**src/rtl/ring_vc_out_arb.sv**
```systemverilog
// ring_vc_out_arb
// Output-channel arbiter and even/odd virtual-channel scheduler for one ring
// direction. Two single-flit buffers, one per VC, alternate roles every cycle:
// while polarity = p, buffer p drives the outbound link and buffer ~p accepts
// a round-robin grant from the requesters. A buffer is therefore never filled
// and drained in the same cycle.
//
// Optional feature macro: RING_ARB_HOP_DEC_EN
//   defined   - the 8-bit hop field [HOP_LSB+7:HOP_LSB] of a granted flit is
//               decremented by one (saturating at zero) as it is stored.
//   undefined - flits are stored and forwarded bit-exact.

module ring_vc_out_arb #(
    parameter int NREQ    = 2,
    parameter int DW      = 64,
    parameter int VC_BIT  = 63,
    parameter int HOP_LSB = 48
) (
    input  logic                 clk,
    input  logic                 rst,
    output logic                 polarity,
    input  logic [NREQ-1:0]      req,
    input  logic [NREQ*DW-1:0]   req_data,
    output logic [NREQ-1:0]      gnt,
    output logic                 so,
    output logic [DW-1:0]        dout,
    input  logic                 ro
);

    localparam int PW = (NREQ > 1) ? $clog2(NREQ) : 1;

    // Reject parameter sets the buffer/field layout cannot support.
    if (NREQ < 2 || NREQ > 4) begin : gBadNreq
        $error("ring_vc_out_arb: NREQ must be in 2..4");
    end
    if (VC_BIT < 0 || VC_BIT >= DW) begin : gBadVcBit
        $error("ring_vc_out_arb: VC_BIT outside the flit");
    end
    if (HOP_LSB < 0 || HOP_LSB + 8 > DW) begin : gBadHopLsb
        $error("ring_vc_out_arb: hop field outside the flit");
    end

    logic            polarity_q, polarity_d;
    logic [1:0]      full_q, full_d;
    logic [DW-1:0]   bufData_q [2];
    logic [DW-1:0]   bufData_d [2];
    logic [PW-1:0]   ptr_q [2];
    logic [PW-1:0]   ptr_d [2];

    logic [DW-1:0]   reqFlit [NREQ];
    logic [NREQ-1:0] eligible;
    logic            grantValid;
    logic [PW-1:0]   winIdx;
    logic [DW-1:0]   winFlit;
    logic [DW-1:0]   storeFlit;
    logic            extSel;
    logic            intSel;

    // The external buffer follows the phase; the internal one is its opposite.
    assign extSel = polarity_q;
    assign intSel = ~polarity_q;

    assign polarity = polarity_q;
    assign so       = full_q[extSel];
    assign dout     = bufData_q[extSel];

    // Split the flat request bus into one flit per requester.
    always_comb begin
        for (int i = 0; i < NREQ; i++) begin
            reqFlit[i] = req_data[i*DW +: DW];
        end
    end

    // A requester may compete only for the internal VC, only if that buffer is free, never during reset.
    always_comb begin
        eligible = '0;
        for (int i = 0; i < NREQ; i++) begin
            eligible[i] = req[i] && (reqFlit[i][VC_BIT] == intSel) && !full_q[intSel] && !rst;
        end
    end

    // Round-robin search starting at the internal VC's pointer; first eligible requester wins.
    always_comb begin
        int            idx;
        logic [PW-1:0] idxP;
        idx        = 0;
        idxP       = '0;
        grantValid = 1'b0;
        winIdx     = '0;
        gnt        = '0;
        for (int k = 0; k < NREQ; k++) begin
            idx = int'(ptr_q[intSel]) + k;
            if (idx >= NREQ) begin
                idx = idx - NREQ;
            end
            idxP = PW'(idx);
            if (!grantValid && eligible[idxP]) begin
                grantValid = 1'b1;
                winIdx     = idxP;
            end
        end
        if (grantValid) begin
            gnt[winIdx] = 1'b1;
        end
    end

    // Form the flit to be stored, optionally aging its hop count.
    always_comb begin
        winFlit   = reqFlit[winIdx];
        storeFlit = winFlit;
`ifdef RING_ARB_HOP_DEC_EN
        if (winFlit[HOP_LSB +: 8] != 8'h00) begin
            storeFlit[HOP_LSB +: 8] = winFlit[HOP_LSB +: 8] - 8'd1;
        end
`endif
    end

    // Next state: toggle phase, drain the external buffer on a transfer, fill the internal one on a grant.
    always_comb begin
        polarity_d = ~polarity_q;
        full_d     = full_q;
        bufData_d  = bufData_q;
        ptr_d      = ptr_q;
        if (full_q[extSel] && ro) begin
            full_d[extSel] = 1'b0;
        end
        if (grantValid) begin
            full_d[intSel]    = 1'b1;
            bufData_d[intSel] = storeFlit;
            ptr_d[intSel]     = (int'(winIdx) == NREQ - 1) ? '0 : PW'(winIdx + 1'b1);
        end
    end

    // State registers; reset discards any buffered flits and restarts the phase at 0.
    always_ff @(posedge clk) begin
        if (rst) begin
            polarity_q   <= 1'b0;
            full_q       <= 2'b00;
            bufData_q[0] <= '0;
            bufData_q[1] <= '0;
            ptr_q[0]     <= '0;
            ptr_q[1]     <= '0;
        end else begin
            polarity_q   <= polarity_d;
            full_q       <= full_d;
            bufData_q[0] <= bufData_d[0];
            bufData_q[1] <= bufData_d[1];
            ptr_q[0]     <= ptr_d[0];
            ptr_q[1]     <= ptr_d[1];
        end
    end

endmodule

```
**config.mk**
```make
export PLATFORM = sky130hd
export DESIGN_NAME = ring_vc_out_arb
export DESIGN_NICKNAME = d
export VERILOG_FILES = /design/src/rtl/ring_vc_out_arb.sv
export SDC_FILE = /design/constraint.sdc
export NUM_CORES = 1
export LEC_CHECK = 0
export CORE_MARGIN = 2
export CORE_UTILIZATION = 35
export CTS_BUF_LIST = sky130_fd_sc_hd__clkbuf_16
export DETAILED_ROUTE_END_ITERATION = 16
export PLACE_DENSITY = 0.75
export SLEW_MARGIN = 0
export SYNTH_ARGS = -nofsm -noshare
export SYNTH_HDL_FRONTEND = slang
export SYNTH_SLANG_ARGS = --single-unit
export TNS_END_PERCENT = 100
```
**constraint.sdc**
```tcl
create_clock -name clk -period 2.2 [get_ports clk]
set_clock_uncertainty 0.15 [all_clocks]
set_input_delay 0.22 -clock clk [delete_from_list [all_inputs] [get_ports clk]]
set_output_delay 0.22 -clock clk [all_outputs]
set_load 0.01 [all_outputs]
```
==> flow_summary.toml, run 1 <==
[worst_setup_path]
path_class = "register to output pin"
crit_fanout = 14
crit_chain = "buf_4 -> buf_12 -> buf_16 -> mux2_2 -> dlygate4sd2_1"
critPathMaxStageDelay_ns = 0.39
crit_arrival_ns = 1.79
cp_slowest_cell = "dfxtp_4"
worst-path-buf-inv = 4
worstSetupPathDepth = 5
crit_required_ns = 1.83
start_kind = "register"
r2r_cells = 8
cp-end-kind = "output pin"
crit_family = "buffers and inverters"

[synth]
syn_avg_cell_area_sq_um = 9.24
synth_flop_cell = "dfxtp_1"
synth_simple_gate_area_share_pct = 17.6
synth.distinct_cells = 26
ys_seq_area_share_pct = 41.7
synth_edf_count = 0
synth-xor-area-share_pct = 0
synth_adder_area_share_pct = 0
synth_area_leaders = "dfxtp_1 42%, a311oi_1 17%, mux2_2 11%"
synth_top_area_share_pct = 41.7
synthMuxAreaShare_pct = 11.6
synth_common_cells = "133 x dfxtp_1, 133 x nor2_1, 126 x a311oi_1"
syn_area_sq_um = 6380
yosysTopAreaCell = "dfxtp_1"
ys_ff_latch = 133
synth-compound-area-share_pct = 23.9
synth_fp_nets = 823
synth_top_family_by_area = "compound AO/OA/AOI/OAI gates"
ys.warnings.count = 0
async_flop_share_pct = 0
netlist_instances = 690

[clocking]
clockRootBuffer = "clkbuf_16"
clock_sinks = 133
htree_levels = 4
clk_latency_ns = 0.41
clock_path_buffers = 2
cts_buffers = 17
cts_tree = "done"
path_clk_slew_ns = 0.06

[sta]
fin_crit_sh_pct = 98.2
fin_crit_ns = 2.16
grt_setup_unrepaired = "yes"
drv_slew = 0
worst_slew_pin_slew_ns = 0.745
relSlewSlack_pct = 50.4
setup_violations = 0
finalHoldViolCount = 0
fmax_ghz = 0.463
fin_tns_setup_ns = 0

[pwr]
total_leakage_power_uw = 0.00371
powerDensity_nw_per_um2 = 685
peakVddDrop_mv = 0.519
total_power_uw = 6660

[global_route]
grt_start_max_net_pins = 65
use_met3_pct = 5.77
grt_pass1_wl_um = 29200
overflow = 0
top_usage_layer = "met2"
use_met1_pct = 23.8
grtUsageTotal_pct = 18.2
antenna_found_initial = 0
grt_pass1_vias = 5865
gr-usage-met2_pct = 29.3

[detailed_routing]
wire_per_inst_um = 16.1
drt-total-wl_um = 18100
dr.pass1.iters = 6
postRouteAntennaNets = 0
vias = 6055
drc = 0
drt_iter0_drc = 266
avgViaCountPerCell = 5.38

[layout]
n_antenna_cell = 0
regArea_sq_um = 2670
num-fill-cells = 1610
final_layout_size_suffix_gt1_share_pct = 21.0
multiInputGateArea_sq_um = 3560
layout.nets = 1017
area_growth_syn_to_layout_pct = 52.6

[die]
die_y_um = 139
die-area_sq_um = 19300
coreArea_sq_um = 17900
dieWidth_um = 139
top_level_ports = 201
start_util_pct = 35.6
row_count = 49

[run_status]
status = "completed"

[job]
drv_cap = 0

[hold_path]
hold_depth = 3
min_path_type = "input port to register"

[placement]
place_congestion = 0.773
port_buffers = 200
hpwl_um = 12000
worst reg2reg max path, stage by stage (launching register included):
cell	delay, ns
dfxtp_4	0.37
buf_4	0.16
nor3b_2	0.16
buf_4	0.13
o21ai_4	0.08
buf_6	0.16
buf_12	0.14
or3b_4	0.39
a311oi_2	0.31
cell usage in the layout (no fill, tap or decap), types with 2 or more instances in the layout:
cell type / count
clkinv_1: 2
clkdlybuf4s50_1: 132
dlygate4sd2_1: 46
nor3b_2: 3
buf_2: 2
nor2_2: 2
a311oi_2: 15
buf_12: 16
bufinv_16: 3
dlymetal6s2s_1: 10
clkbuf_16: 18
a21oi_1: 5
nand2b_1: 2
dfxtp_1: 131
or3b_1: 55
a311oi_1: 111
clkdlybuf4s15_1: 9
o21ai_0: 53
a211oi_1: 2
inv_1: 3
o21ai_1: 12
clkinvlp_4: 3
buf_4: 33
clkinv_2: 3
or3b_4: 8
buf_6: 3
nor2_1: 131
mux2_2: 65
cells by family after synthesis:
| logic type | count (synthesis) |
|---|---|
| compound gates | 203 |
| buf+inv | 82 |
| flops | 133 |
| mux | 66 |
| simple gates | 206 |
path summary, 6_finish.rpt:
kind	from	end	slack, ns
setup / recovery	polarity	dout[52]	0.04
hold / removal	rst	polarity	0.11
setup reg to reg	polarity	bufData_q[106]	0.05
hold reg to reg	bufData_q[127]	bufData_q[127]	0.32
report_power, final:
| group | total [uW] | internal (uW) | switching, uW |
|---|---|---|---|
| clock network | 2840 | 1770 | 1070 |
| registers | 2620 | 2550 | 68.3 |
| logic | 1210 | 663 | 544 |
| total | 6660 | 4980 | 1680 |
cell type report:
class                   count  area share [%]
clock buffers              17            4.37
clock inverters            15            1.67
well taps                 229            2.94
flip-flops and latches    133            27.4
inverters                   3           0.116
repair buffers            254            26.9
multi-input cells         475            36.6
metal layers:
layer	wire length [um]	vias to the layer above	part of all wire [%]
li1	-	3025	-
met1	8240	2835	46
met2	8450	177	47
met3	1190	18	6.6
met4	217	0	1.2
met5	0	-	0
flip-flops by register name, summed over array words and instances, names as in the netlist:
register and count:
full_q 2, ptr_q 2, polarity 1, bufData_q 128
repair_timing:
| action | CTS | global route |
|---|---|---|
| pin swaps | 13 | 14 |
| setup buffers | 2 | 2 |
| setup endpoints to repair | 68 | 131 |
| resized for setup | 74 | 48 |
| gates cloned | 1 | 1 |
| hold buffers | 0 | 0 |
per-stage QoR:
step | area, sq um | util, % | cells | worst slack, ns | hold slack (ns)
2_1_floorplan | 6380 | - | 690 | 0.165 | 0.253
3_3_place_gp | 8910 | 49.8 | 1088 | -0.283 | 0.298
3_5_place_dp | 8910 | 49.8 | 1088 | -0.283 | 0.316
5_1_grt | 9730 | 54.4 | 1126 | -0.0203 | 0.119
6_report | 9730 | 54.4 | 1126 | 0.0388 | 0.110
4_1_cts | 9530 | 53.2 | 1123 | -0.0920 | 0.0935
No activity file was read; power rests on OpenSTA's default activity.
==> inputs of run 2 (changes only) <==
- CELL_PAD_IN_SITES_DETAIL_PLACEMENT: not set -> 0
- CELL_PAD_IN_SITES_GLOBAL_PLACEMENT: not set -> 1
- CORE_UTILIZATION: 35 -> 24
- PLACE_DENSITY: 0.75 -> 0.71
==> run 2 against run 1 <==
  * Sequential share of layout area shrank 1.2 points
  * Power grew 5.8%
  * Cell count grew 9.5%
  * Global-route usage shrank 4.1 points
==> flow_summary.toml, run 2 (synthesis results as in run 1) <==
[placement]
hpwl_um = 13000
port_buffers = 200
place_ws_ns = -0.278
place_inst = 1187
place_congestion = 0.722

[worst_setup_path]
start_kind = "register"
path_class = "register to register"
crit_required_ns = 2.37
crit_arrival_ns = 2.36
setup.worst_path.start = "polarity"
crit_fanout = 17
rr_endpoint = "bufData_q[17]"
cp-end-kind = "register"
regToRegSetupSlack_ns = 0.01
r2r_cells = 7
r2r_start = "polarity"

[clocking]
hold_buffers = 0
clock_sinks = 133
cts_buffers = 17
clockRootBuffer = "clkbuf_16"
path_clk_slew_ns = 0.06
htree_levels = 4
cts_tree = "done"
clk_latency_ns = 0.41
clock_path_buffers = 2

[detailed_routing]
routed.top_layer = "met4"
drc = 0
dr.pass1.iters = 4
vias = 6099
wl_met3_um = 1170
drt_iter0_drc = 299
avgViaCountPerCell = 4.95
met2_length_um = 10200
wl_met1_um = 9610
postRouteAntennaNets = 0
wire_per_inst_um = 17.2
drt-total-wl_um = 21200

[die]
coreArea_sq_um = 26100
dieWidth_um = 167
top_level_ports = 201
die-area_sq_um = 27900
die_y_um = 167
start_util_pct = 24.5
row_count = 59

[layout]
post-route-util_pct = 39.0
n_antenna_cell = 0
largest_reg_flops = 128
layout.nets = 1018
final_layout_size_suffix_gt1_share_pct = 28.0
reg_top3 = "bufData_q: 128 flops, full_q: 2 flops, ptr_q: 2 flops"
final_cell_mix = "132 x nor2_1, 132 x dfxtp_1, 132 x clkdlybuf4s50_1"
top_register = "bufData_q"
num-fill-cells = 2614
fin_cells = 1233
area_growth_syn_to_layout_pct = 59.3

[global_route]
antenna_found_initial = 1
grt_pass1_vias = 5866
grtUsageTotal_pct = 14.1
grt_start_max_net_pins = 81
overflow = 0
grt_pass1_wl_um = 31400

[run_status]
status = "completed"

[pwr]
peakVddDrop_mv = 0.438
powerDensity_nw_per_um2 = 694
total_leakage_power_uw = 0.00363

[sta]
drv_slew = 0
worst_slew_pin_slew_ns = 0.890
fin_crit_sh_pct = 99.4
finalHoldViolCount = 0
fmax_ghz = 0.457
relSlewSlack_pct = 40.7
grt_setup_unrepaired = "yes"
setup_violations = 0
fin_crit_ns = 2.19
holdWs_ns = 0.0818
setup_ws_ns = 0.0140

[hold_path]
hold_depth = 3
min-delay-start = "rst"
min_path_type = "input port to register"
hold-path-endpoint = "polarity"

[job]
drv_cap = 0
==> run 2: cell types whose count changed in the layout (fill, tap and decap cells not counted), sizes merged <==
cell	delta
buf	+2
bufbuf	+1
bufinv	+2
clkbuf	+11
clkdlybuf4s15	+7
clkinv	+2
clkinvlp	-3
dlygate4sd2	-10
dlymetal6s2s	-10
inv	-1
==> run 2: timing repair <==
action                     4_1_cts  5_1_grt
setup endpoints to repair       67      101
pin swaps                        5       50
gates resized for setup        103      110
setup buffers                    8        2
cloned                           2        2
==> run 2: stage by stage <==
step / total power [uW] / TNS [ns] / instance area, sq um
after global routing: 7380 / -0.798 / 10200
after global placement: 3850 / -14.74 / 9020
after detailed placement: 3860 / -18.11 / 9020
after CTS: 7040 / -0.0646 / 9750
after floorplan: 3240 / 0 / 6380
final: 7050 / 0 / 10200
==> run 2: metal layers <==
| layer | GRT usage, % | up-vias |
|---|---|---|
| met5 | 0 | - |
| met4 | 3.49 | 0 |
| met3 | 4.21 | 15 |
| met2 | 23.0 | 154 |
| met1 | 18.3 | 2901 |
| li1 | - | 3029 |
==> run 2: worst max-delay path by stage <==
stage | endpoint | slack, ns | cells after the start
3_5_place_dp | gnt[1] | -0.28 | 5
4_1_cts | gnt[0] | -0.05 | 6
3_3_place_gp | gnt[1] | -0.27 | 5
5_1_grt | gnt[0] | -0.05 | 6
2_1_floorplan | bufData_q[108] | 0.17 | 8
6_report | bufData_q[17] | 0.01 | 7
==> run 2: area by class of cell <==
| class | instances | area [sq um] | area share [%] |
|---|---|---|---|
| Tap cell | 335 | 419 | 4.13 |
| Clock inverter | 15 | 211 | 2.08 |
| Inverter | 3 | 11.3 | 0.111 |
| Clock buffer | 17 | 425 | 4.19 |
| Multi-Input combinational cell | 475 | 3800 | 37.4 |
| Timing Repair Buffer | 255 | 2620 | 25.8 |
| Sequential cell | 133 | 2670 | 26.2 |
==> run 2: critical path, stage by stage, from the launching register on <==
cell      delay [ns]
dfxtp_4         0.37
buf_4           0.16
nor3b_4         0.16
o211a_4         0.30
buf_8           0.15
buf_12          0.15
or3b_4          0.39
a311oi_2        0.26
==> run 2: power by group <==
group          switching [uW]  total (uW)  internal [uW]  leakage, uW
Sequential               69.6        2620           2550      0.00109
Combinational             608        1310            702      0.00222
Clock                    1120        3130           2000     0.000322
